<file path="config.mk">
export PLATFORM = sky130hd
export DESIGN_NAME = zero_flag_detector
export DESIGN_NICKNAME = d
export VERILOG_FILES = /design/src/rtl/zero_flag_detector.sv
export SDC_FILE = /design/constraint.sdc
export NUM_CORES = 1
export LEC_CHECK = 0
export CAP_MARGIN = 30
export CORE_MARGIN = 1.5
export CORE_UTILIZATION = 55
export DETAILED_ROUTE_END_ITERATION = 6
export DONT_BUFFER_PORTS = 1
export GPL_ROUTABILITY_DRIVEN = 0
export PLACE_DENSITY = 0.7
export RECOVER_POWER = 50
export SETUP_SLACK_MARGIN = 0.5
export SLEW_MARGIN = 20
export SYNTH_ARGS = -nofsm -noshare
export SYNTH_HDL_FRONTEND = slang
export SYNTH_SLANG_ARGS = --single-unit
</file>
<file path="constraint.sdc">
create_clock -name clk -period 1.4 [get_ports clk]
set_input_delay 0.28 -clock clk [delete_from_list [all_inputs] [get_ports clk]]
set_output_delay 0.28 -clock clk [all_outputs]
set_load 0.05 [all_outputs]
</file>
<file path="src/rtl/zero_flag_detector.sv">
// zero_flag_detector: zero flag for the ALU result bus.
// zero_comb is a flat NOR of the result for the per-operation flag muxes.
// zero / nonzero_mask / out_valid come from an OR-reduction tree.
// With PIPELINE=1 there is a register after every tree level.
// With PIPELINE=0 the tree is combinational and feeds one output register.

// One reduction node: OR of FANIN child bits.
module zfd_or_node #(
    parameter int FANIN = 4
) (
    input  logic [FANIN-1:0] slice,
    output logic             any_set
);
    assign any_set = |slice;
endmodule

module zero_flag_detector #(
    parameter int   WIDTH    = 64,
    parameter int   FANIN    = 4,
    parameter int   PIPELINE = 1,
    localparam int  NGRP     = (WIDTH + FANIN - 1) / FANIN
) (
    input  logic             clk,
    input  logic             reset_n,
    input  logic             in_valid,
    input  logic [WIDTH-1:0] data,
    output logic             zero_comb,
    output logic             out_valid,
    output logic             zero,
    output logic [NGRP-1:0]  nonzero_mask
);

    function automatic int ceil_div(input int a, input int b);
        return (a + b - 1) / b;
    endfunction

    // Node count of tree level l (level 0 has one node per FANIN-bit slice).
    function automatic int level_nodes(input int l);
        int n;
        n = ceil_div(WIDTH, FANIN);
        for (int i = 0; i < l; i++) n = ceil_div(n, FANIN);
        return n;
    endfunction

    // Levels until a single root remains; never fewer than one.
    function automatic int tree_levels(input int w, input int f);
        int n;
        int lv;
        n  = ceil_div(w, f);
        lv = 1;
        for (int i = 0; i < 32; i++) begin
            if (n > 1) begin
                n  = ceil_div(n, f);
                lv = lv + 1;
            end
        end
        return lv;
    endfunction

    localparam int LEVELS = tree_levels(WIDTH, FANIN);
    localparam int STAGES = (PIPELINE != 0) ? LEVELS : 1;

    // Flat NOR: no clock, no reset, no qualifier.
    assign zero_comb = ~|data;

    // vld_pipe[s] is the valid bit entering register stage s.
    logic [STAGES:0] vld_pipe;
    assign vld_pipe[0] = in_valid;

    // Valid chain: same depth as the data path, cleared by reset.
    always_ff @(posedge clk or negedge reset_n) begin
        if (!reset_n) vld_pipe[STAGES:1] <= '0;
        else          vld_pipe[STAGES:1] <= vld_pipe[STAGES-1:0];
    end

    for (genvar l = 0; l < LEVELS; l++) begin : lv
        localparam int NN = level_nodes(l);
        localparam int NI = (l == 0) ? WIDTH : level_nodes(l - 1);

        logic [NI-1:0]       src;
        logic [NN*FANIN-1:0] din;
        logic [NN-1:0]       ory;

        if (l == 0) begin : g_src_data
            assign src = data;
        end else if (PIPELINE != 0) begin : g_src_reg
            assign src = lv[l-1].g_reg.r;
        end else begin : g_src_comb
            assign src = lv[l-1].ory;
        end

        // Zero-pad the top slice so it cannot set any OR.
        always_comb begin
            din          = '0;
            din[NI-1:0]  = src;
        end

        for (genvar n = 0; n < NN; n++) begin : node
            zfd_or_node #(.FANIN(FANIN)) u_node (
                .slice   (din[n*FANIN +: FANIN]),
                .any_set (ory[n])
            );
        end

        if (PIPELINE != 0) begin : g_reg
            logic [NN-1:0]   r;
            logic [NGRP-1:0] mq;
            logic [NGRP-1:0] mq_d;

            // The level-0 group ORs ride alongside the tree to stay aligned with zero.
            if (l == 0) begin : g_mq0
                assign mq_d = ory;
            end else begin : g_mqn
                assign mq_d = lv[l-1].g_reg.mq;
            end

            // Level register: loads only for a valid result, holds otherwise.
            // The root resets to "nonzero" so the zero output reads 0 in reset.
            always_ff @(posedge clk or negedge reset_n) begin
                if (!reset_n) begin
                    r  <= (l == LEVELS - 1) ? {NN{1'b1}} : {NN{1'b0}};
                    mq <= '0;
                end else if (vld_pipe[l]) begin
                    r  <= ory;
                    mq <= mq_d;
                end
            end
        end
    end

    if (PIPELINE != 0) begin : g_out_pipe
        assign out_valid    = vld_pipe[STAGES];
        assign zero         = ~lv[LEVELS-1].g_reg.r[0];
        assign nonzero_mask = lv[LEVELS-1].g_reg.mq;
    end else begin : g_out_flat
        logic            zero_r;
        logic [NGRP-1:0] mask_r;

        // Single output register behind the combinational tree.
        always_ff @(posedge clk or negedge reset_n) begin
            if (!reset_n) begin
                zero_r <= 1'b0;
                mask_r <= '0;
            end else if (vld_pipe[0]) begin
                zero_r <= ~lv[LEVELS-1].ory[0];
                mask_r <= lv[0].ory;
            end
        end

        assign out_valid    = vld_pipe[STAGES];
        assign zero         = zero_r;
        assign nonzero_mask = mask_r;
    end

endmodule

</file>
==> results of run 1 <==
-- flip-flops by register name (all words and copies together) (netlist names) --
register,cells
lv.g_reg.mq,32
nonzero_mask,16
lv.g_reg.r,5
vld_pipe,2
out_valid,1
-- report_power, final --
group	switching, uW	total [uW]	internal, uW
clock	528	888	360
sequential	173	1870	1700
combinational	82.0	242	160
total	783	3000	2220
-- cell type report --
| cell class | count | area (um^2) | area share (%) |
|---|---|---|---|
| clock inverter | 3 | 22.5 | 0.759 |
| tap | 48 | 60.1 | 2.02 |
| clock buffer | 5 | 68.8 | 2.32 |
| timing repair buffer | 31 | 298 | 10.0 |
| multi-input combinational | 99 | 1090 | 36.7 |
| sequential | 56 | 1430 | 48.0 |
| inverter | 1 | 3.75 | 0.126 |
-- cell families after synthesis --
group           Yosys count  synth area share (%)
compound gates           22                  5.16
buf+inv                   9                  1.93
flops                    56                  63.5
mux                      32                  16.3
simple gates             45                  13.0
-- synthesized netlist by cell type --
cell type	number	area [um^2]
o21ai_1	1	5.00
dfrtp_1	55	1380
nor4_1	12	75.1
nand4_1	4	25.0
nor4_2	9	113
nor2_1	20	75.1
buf_4	1	7.51
mux2_1	22	248
dfstp_2	1	26.3
clkbuf_1	3	11.3
inv_1	1	3.75
mux2_2	10	113
o41ai_1	1	8.76
buf_2	4	20.0
a21oi_1	20	100
-- cells in the final DEF, fill, tap and decap left out, types with 2 or more instances in the layout --
master / n
clkbuf_8: 5
mux2_4: 32
nor2_1: 17
nor2_4: 2
a21oi_2: 2
buf_4: 22
buf_8: 2
dfrtp_2: 19
buf_12: 2
nor4_4: 13
dfrtp_1: 36
nand4_1: 4
nor4_2: 7
a21oi_1: 18
buf_6: 2
-- routing by layer --
metal,wire length [um],GRT usage [%]
met5,0,0
met1,2090,31.8
met3,316,5.62
met4,106,8.67
met2,2750,41.5
-- how the worst max path moves through the flow --
stage | startpoint | end | slack (ns)
final | data[14] | zero_comb | -0.29
after global routing | data[14] | zero_comb | -0.33
after detailed placement | data[33] | zero_comb | -0.31
after floorplan | data[39] | zero_comb | -0.28
after global placement | data[39] | zero_comb | -0.26
after CTS | data[2] | zero_comb | -0.28
-- per-stage QoR --
stage | area, um^2 | worst slack, ns | setup TNS, ns | hold WS [ns] | total power (uW)
6_report | 2970 | -0.289 | -0.289 | -0.352 | 3000
3_3_place_gp | 2620 | -0.257 | -0.257 | -0.0144 | 2070
4_1_cts | 2890 | -0.281 | -0.281 | -0.361 | 3000
2_1_floorplan | 2480 | -0.281 | -0.281 | -0.0156 | 2050
5_1_grt | 2970 | -0.333 | -0.333 | -0.376 | 3110
3_5_place_dp | 2620 | -0.308 | -0.308 | -0.0145 | 2090
-- timing repair --
action | in CTS | in global routing
pin swaps | 10 | 4
endpoints found under the setup margin | 56 | 56
gates cloned | 0 | 1
gates resized for setup | 30 | 9
setup buffers | 7 | 4
hold endpoints to repair | 57 | 56
==> metrics, run 1 <==
outcome=complete, but fails checks; violated checks=negative hold slack, negative setup slack; warnings from Yosys=0; root buffer cell=clkbuf_8; clock latency of the later-clocked register in the worst-skew pair=roughly 0.31 ns; initial cell density of the core=59.0%; Detailed Routing Iterations Pass 1=4; type of element capturing the critical path=output port; buffers and inverters on the worst path=1; post-synthesis to final-layout area growth=34.5%; HPWL after detailed placement=between 3000 and 4000 um; DRC violations left=0; final worst path period need=1.69 ns; Setup-failing EPs final=1; non-filler cells, final=approximately 240; critical-path maximum fanout=2; Critical Path AT=around 1.4 ns; launch point of the worst reg-to-reg path=vld_pipe[2]$_DFF_PN0_; number of buffers between clock root and the deepest sink=2; final hold slack=-0.352 ns; pwr dens=1010 mW/mm^2; final core utilization=between 70% and 80%; number of nets produced by synthesis=231; antenna violations before repair=0; vias per std cell=6.10; unique cell type count in the Yosys netlist=15; number of hold violations in the final report=56; unrepaired setup endpoints after global routing=yes; number of buffers inserted for hold repair after clock tree synthesis=1; number of input and output port buffers inserted=0; sequential cell area fraction in the yosys report=between 60% and 70%; Pleak=0.00110 uW; Cell Area, Synth=between 0.002 and 0.0025 mm^2; crit share post-route=121%; actual transition at the worst max-transition pin=about 0.52 ns; path depth of the worst reg2reg path=2; Largest delay share family, worst path=simple AND/OR/NAND/NOR gates; type of the tightest min-delay check=input port to asynchronous set/reset pin; Placed Cells incl. Taps=between 200 and 250; type of the worst setup path=input port to output port; largest net degree at the start of global routing=between 50 and 60; Placement Rows=22; die boundary width=66.3 um; max-slew violations=0; via count=1483; Max IR drop VDD=623 uV; Clock Skew=about 0.011 ns; number of buffers inserted during clock tree synthesis=5; gate count after technology mapping=164; number of clock sinks seen by CTS=56; CTS tree=done; Iter 0 DRT Violations=between 90 and 100; global-route wire length before repair=about 7900 um; critical register-to-register path endpoint=nonzero_mask[14]$_DFFE_PN0P_; Worst path most repeated cell=nor4_4; total congestion overflow after global routing=0; worst slew margin relative to its limit=between 60% and 70%; series of cell instances along the critical path=nor4_4 -> nand4_1 -> nor4_4 -> buf_12; Final nets=about 260; gr usage total=roughly 25%; core area=between 0.003 and 0.004 mm^2; share of cells above drive strength 1=59.0%; detail-routed net length per standard cell=~22 um; startpoint type of the worst setup path=input port; delay of the slowest cell on the worst path=about 0.44 ns; cell depth of the worst setup path=4; Filler Cell Count=between 200 and 250; register bit total from synthesis=56; Max Cap Viol=0; number of routed nets with antenna violations=0; antenna cell count=0; smallest setup slack after layout=-0.289 ns; maximum frequency from static timing analysis=0.592 GHz; vias in the first global route=around 1.6k; CP max-delay cell=nor4_4; Die Footprint=0.00440 mm^2; average instance area after synthesis=between 10 and 15 um^2; vertical die dimension=about 66 um; H-tree depth=2; post-detailed-routing wire length=between 5000 and 6000 um; number of top-level pins=86; data required time at the worst endpoint=1.12 ns; worst reg-to-reg setup slack=about 0.10 ns; clock-pin transition on the worst setup and hold timing paths=0.10 ns
(Power assumes the default switching activity.)
==> inputs of run 2 (changes only) <==
--- a/config.mk
+++ b/config.mk
@@ -6,12 +6,13 @@
 export NUM_CORES = 1
 export LEC_CHECK = 0
 export CAP_MARGIN = 30
-export CORE_MARGIN = 1.5
-export CORE_UTILIZATION = 55
+export CELL_PAD_IN_SITES_DETAIL_PLACEMENT = 1
+export CELL_PAD_IN_SITES_GLOBAL_PLACEMENT = 1
+export CORE_UTILIZATION = 48
 export DETAILED_ROUTE_END_ITERATION = 6
 export DONT_BUFFER_PORTS = 1
 export GPL_ROUTABILITY_DRIVEN = 0
-export PLACE_DENSITY = 0.7
+export PLACE_DENSITY_LB_ADDON = 0.1
 export RECOVER_POWER = 50
 export SETUP_SLACK_MARGIN = 0.5
 export SLEW_MARGIN = 20
==> metrics, run 2 (synthesis gave the netlist of run 1 again) <==
outcome=complete, but fails checks; violated checks=negative hold slack, negative setup slack; launch point of the worst reg-to-reg path=vld_pipe[2]$_DFF_PN0_; post-detailed-routing wire length=6790 um (+29%); Pleak=0.00118 uW (+6.9%); Iter 0 DRT Violations=52 (-43%); core area=0.00438 mm^2 (+17%); clock latency of the later-clocked register in the worst-skew pair=0.32 ns (about the same); type of the worst setup path=input port to output port; number of top-level pins=86 (unchanged); share of cells above drive strength 1=61.8% (+2.8 points); via count=1540 (+3.8%); Filler Cell Count=381 (+65%); Critical Path AT=1.35 ns (-0.06 ns); data required time at the worst endpoint=1.12 ns (about the same); Placed Cells incl. Taps=228 (+2.7%); type of element capturing the critical path=output port; Die Footprint=0.00487 mm^2 (+11%); DP Area=0.00263 mm^2 (+0.29%); Detailed Routing Iterations Pass 1=4 (unchanged); maximum frequency from static timing analysis=0.614 GHz (+3.8%); root buffer cell=clkbuf_8; number of buffers inserted for hold repair after clock tree synthesis=1 (unchanged); number of input and output port buffers inserted=0 (unchanged); Final nets=266 (+1.9%); detail-routed net length per standard cell=27.0 um (+25%); largest net degree at the start of global routing=57 (unchanged); crit share post-route=116% (-4.4 points); highest-count cells in the layout ignoring fill and taps=37 x dfrtp_1, 32 x mux2_4, 22 x buf_4, 18 x dfrtp_2; final hold slack=-0.358 ns (-0.00588 ns); number of clock sinks seen by CTS=56 (unchanged); initial cell density of the core=50.3% (-8.6 points); HPWL after detailed placement=3740 um (+9.0%); number of buffers inserted during clock tree synthesis=5 (unchanged); leading cell type in the layout, fill and taps excluded=dfrtp_1; critical-path maximum fanout=2 (unchanged); type of the tightest min-delay check=input port to asynchronous set/reset pin; number of routed nets with antenna violations=0 (unchanged); die boundary width=69.8 um (+5.2%); unrepaired setup endpoints after global routing=yes; antenna violations before repair=0 (unchanged); vias in the first global route=1810 (+12%); CTS tree=done; antenna cell count=0 (unchanged); post-synthesis to final-layout area growth=41.4%; non-filler cells, final=251 (+3.3%); actual transition at the worst max-transition pin=0.457 ns (-0.0625 ns); path depth of the worst reg2reg path=2 (unchanged); max-slew violations=0 (unchanged); global-route wire length before repair=10100 um (+27%); number of hold violations in the final report=56 (unchanged); register containing the most flip-flops in the final layout=lv.g_reg.mq; Clock Skew=0.00490 ns (-0.00607 ns); clock-pin transition on the worst setup and hold timing paths=0.10 ns (about the same); H-tree depth=2 (unchanged); number of buffers between clock root and the deepest sink=2 (unchanged); final standard cell area without fillers=0.00312 mm^2 (+5.1%); final worst path period need=1.63 ns (-0.0616 ns); DRC violations left=0 (unchanged); gr usage total=28.4% (+3.6 points); number of flip-flops in the largest register=32 (unchanged); total congestion overflow after global routing=0 (unchanged); smallest setup slack after layout=-0.228 ns (+0.0616 ns); Max Cap Viol=0 (unchanged); startpoint type of the worst setup path=input port; worst slew margin relative to its limit=69.5% (+4.1 points); post-route setup TNS=-0.228 ns (+0.0616 ns); Setup-failing EPs final=1 (unchanged); Max IR drop VDD=571 uV (-8.3%); vertical die dimension=69.8 um (+5.2%); pwr dens=976 mW/mm^2 (-3.4%); final core utilization=71.2% (-8.1 points); Placement Rows=24 (+9.1%); vias per std cell=6.14 (+0.53%); startpoint of the worst setup timing path=data[41]
## run 2: worst paths after layout
check	endpoint	slack (ns)
worst min-delay path	lv[1].g_reg.r[0]$_DFFE_PN0P_	-0.36
max in group asynchronous	lv[2].g_reg.r$_DFFE_PN1P_	1.58
worst min register to register	nonzero_mask[14]$_DFFE_PN0P_	0.53
worst max-delay path	zero_comb	-0.23
worst max register to register	nonzero_mask[1]$_DFFE_PN0P_	0.27
min in group clk	lv[0].g_reg.mq[14]$_DFFE_PN0P_	0.04
## run 2: timing repair
item / 4_1_cts / 5_1_grt
setup endpoints to repair: 56 / 59
gates resized for setup: 40 / 16
buffers inserted: 10 / 1
gates cloned: 3 / 1
pin swaps: 6 / 5
hold endpoints to repair: 57 / 56
## run 2: final cells by class
| cell class | instances | area (um^2) | share of cell area [%] |
|---|---|---|---|
| Sequential cell | 56 | 1430 | 45.7 |
| Clock buffer | 5 | 68.8 | 2.21 |
| Tap cell | 52 | 65.1 | 2.09 |
| Inverter | 1 | 3.75 | 0.120 |
| Clock inverter | 2 | 12.5 | 0.401 |
| Multi-Input combinational cell | 99 | 1140 | 36.5 |
| Timing Repair Buffer | 36 | 407 | 13.0 |
## run 2: worst max-delay path: stages
cell,delay (ns)
nor4_4,0.30
nand4_1,0.20
nor4_4,0.38
buf_12,0.18
## run 2: where the power goes
part | internal (uW) | switching (uW) | total [uW]
registers | 1700 | 183 | 1880
logic | 191 | 105 | 295
clock network | 340 | 529 | 870
total | 2230 | 817 | 3050
## run 2: metal layers
| metal | routed length [um] | GRT usage [%] | share of wire, % | vias up |
|---|---|---|---|---|
| met4 | 177 | 9.33 | 2.6 | 0 |
| met5 | 0 | 0 | 0 | - |
| met1 | 2560 | 34.3 | 38 | 771 |
| met2 | 3670 | 49.4 | 54 | 89 |
| li1 | - | - | - | 668 |
| met3 | 371 | 7.27 | 5.5 | 12 |
## run 2: per-stage QoR
stage / power [uW] / setup slack, ns
after global placement: 2070 / -0.225
after floorplan: 2050 / -0.281
after CTS: 3010 / -0.228
final: 3050 / -0.228
after global routing: 3130 / -0.267
after detailed placement: 2090 / -0.235
==> inputs of run 3 (changes only) <==
--- a/config.mk
+++ b/config.mk
@@ -12,6 +12,7 @@
 export DETAILED_ROUTE_END_ITERATION = 6
 export DONT_BUFFER_PORTS = 1
 export GPL_ROUTABILITY_DRIVEN = 0
+export MAX_ROUTING_LAYER = met4
 export PLACE_DENSITY_LB_ADDON = 0.1
 export RECOVER_POWER = 50
 export SETUP_SLACK_MARGIN = 0.5
==> metrics, run 3 (synthesis gave the netlist of run 1 again) <==
delay of the slowest cell on the worst path=0.39 ns (about the same); critical register-to-register path endpoint=nonzero_mask[15]$_DFFE_PN0P_; Placement Rows=24 (unchanged); number of buffers between clock root and the deepest sink=2 (unchanged); post-detailed-routing wire length=7010 um (+3.3%); DP Area=0.00263 mm^2 (unchanged); DRC violations left=0 (unchanged); Clock Skew=0.00844 ns (+0.00354 ns); Pleak=0.00120 uW (+2.2%); Setup-failing EPs final=1 (unchanged); post-placement setup slack=-0.235 ns (unchanged); data required time at the worst endpoint=1.12 ns (about the same); number of top-level pins=86 (unchanged); series of cell instances along the critical path=nor4_4 -> nand4_1 -> nor4_4 -> buf_12; critical-path maximum fanout=2 (unchanged); final worst path period need=1.69 ns (+0.0584 ns); Die Footprint=0.00487 mm^2 (unchanged); Detailed Routing Iterations Pass 1=4 (unchanged); clock-pin transition on the worst setup and hold timing paths=0.10 ns (about the same); path depth of the worst reg2reg path=2 (unchanged); share of cells above drive strength 1=62.7% (+0.88 points); unrepaired setup endpoints after global routing=yes; Max Cap Viol=0 (unchanged); crit share post-route=120% (+4.2 points); actual transition at the worst max-transition pin=0.483 ns (+0.0261 ns); number of flip-flops in the largest register=32 (unchanged); worst reg-to-reg setup slack=0.30 ns (+0.03 ns); post-route setup TNS=-0.286 ns (-0.0584 ns); Iter 0 DRT Violations=99 (+90%); root buffer cell=clkbuf_8; CP max-delay cell=nor4_4; Max IR drop VDD=547 uV (-4.3%); cell internal pwr=2240 uW (+0.29%); Final nets=268 (+0.75%); gr usage total=29.4% (+0.95 points); switching power as a share of total power=27.1% (+0.24 points); clock latency of the later-clocked register in the worst-skew pair=0.31 ns (about the same); Critical Path AT=1.41 ns (+0.06 ns); antenna cell count=0 (unchanged); core area=0.00438 mm^2 (unchanged); net switching power of the design=830 uW (+1.5%); final hold slack=-0.359 ns (-0.000593 ns); H-tree depth=2 (unchanged); maximum frequency from static timing analysis=0.593 GHz (-3.5%); HPWL after detailed placement=3740 um (unchanged); pwr dens=972 mW/mm^2 (-0.41%); vias in the first global route=1806 (-0.22%); highest-count cells in the layout ignoring fill and taps=37 x dfrtp_1, 32 x mux2_4, 23 x buf_4, 18 x dfrtp_2, 16 x a21oi_1; startpoint type of the worst setup path=input port; post-synthesis to final-layout area growth=42.9%; vertical die dimension=69.8 um (unchanged); register containing the most flip-flops in the final layout=lv.g_reg.mq; final standard cell area without fillers=0.00315 mm^2 (+1.0%); outcome=complete, but fails checks; number of buffers inserted during clock tree synthesis=5 (unchanged); CTS tree=done; Logic pwr share=10.0% (+0.3 points); number of input and output port buffers inserted=0 (unchanged); number of hold violations in the final report=56 (unchanged); total congestion overflow after global routing=0 (unchanged); type of the tightest min-delay check=input port to asynchronous set/reset pin; type of element capturing the critical path=output port; final core utilization=71.9% (+0.74 points); worst slew margin relative to its limit=67.8% (-1.7 points); largest net degree at the start of global routing=57 (unchanged); leading cell type in the layout, fill and taps excluded=dfrtp_1; launch point of the worst reg-to-reg path=vld_pipe[2]$_DFF_PN0_; global-route wire length before repair=10100 um (+0.21%); number of clock sinks seen by CTS=56 (unchanged); violated checks=negative hold slack, negative setup slack; initial cell density of the core=50.3% (unchanged); Largest delay share family, worst path=simple AND/OR/NAND/NOR gates; buffers and inverters on the worst path=1 (unchanged); number of buffers inserted for hold repair after clock tree synthesis=1 (unchanged); detail-routed net length per standard cell=27.7 um (+2.5%); antenna violations before repair=0 (unchanged); smallest setup slack after layout=-0.286 ns (-0.0584 ns); Clk pwr share=28.7% (about the same); max-slew violations=0 (unchanged); vias per std cell=6.21 (+1.2%); die boundary width=69.8 um (unchanged); type of the worst setup path=input port to output port; number of routed nets with antenna violations=0 (unchanged); Worst path most repeated cell=nor4_4; sequential share of power=61.3% (-0.5 points); via count=1571 (+2.0%)
[run 3: cell types whose count changed in the layout (fill, tap and decap cells not counted)]
| cell | change |
|---|---|
| buf_4 | +1 |
| buf_6 | +1 |
| nor2_1 | -1 |
| nor2_2 | +1 |
| o41ai_2 | -1 |
| o41ai_4 | +1 |
[run 3: worst register-to-register path: cells and delay by family (launching register included)]
family	cells	cell delay (ns)
flops	1	0.49
mux	1	0.30
buf+inv	1	0.20
[run 3: worst max path at each step]
stage / depth (start not counted) / startpoint / slack, ns / end
after CTS: 4 / data[39] / -0.23 / zero_comb
after global routing: 4 / data[41] / -0.30 / zero_comb
after global placement: 4 / data[39] / -0.22 / zero_comb
final: 4 / data[41] / -0.29 / zero_comb
after floorplan: 3 / data[39] / -0.28 / zero_comb
after detailed placement: 4 / data[29] / -0.23 / zero_comb
[run 3: cell type report]
cell class	count	area, um^2
multi-input combinational	99	1150
clock buffer	5	68.8
clock inverter	2	12.5
fill	371	1230
sequential	56	1430
inverter	1	3.75
tap	52	65.1
timing repair buffer	38	425
[run 3: through the flow]
step | instances | power [uW]
floorplan | 164 | 2050
detailed placement | 228 | 2090
global placement | 228 | 2070
finish | 253 | 3060
global route | 253 | 3150
CTS | 249 | 3010
[run 3: power by group through the flow]
stage / Clock [uW] / Sequential, uW / Combinational, uW
global route: 945 / 1890 / 321
detailed placement: 0 / 1890 / 203
global placement: 0 / 1880 / 195
CTS: 874 / 1870 / 273
floorplan: 0 / 1870 / 180
finish: 878 / 1880 / 307
[run 3: timing repair]
item	CTS	global route
buffers inserted	10	3
gates cloned	3	1
setup endpoints to repair	56	60
pin swaps	6	5
resized for setup	40	19
endpoints found under the hold margin	57	56
[run 3: layer usage]
| metal | track usage (%) | vias to the layer above | share of wire, % |
|---|---|---|---|
| li1 | - | 672 | - |
| met1 | 35.2 | 803 | 40 |
| met2 | 49.1 | 90 | 53 |
| met3 | 6.83 | 6 | 5.4 |
| met4 | 9.33 | 0 | 1.6 |
| met5 | - | - | 0 |
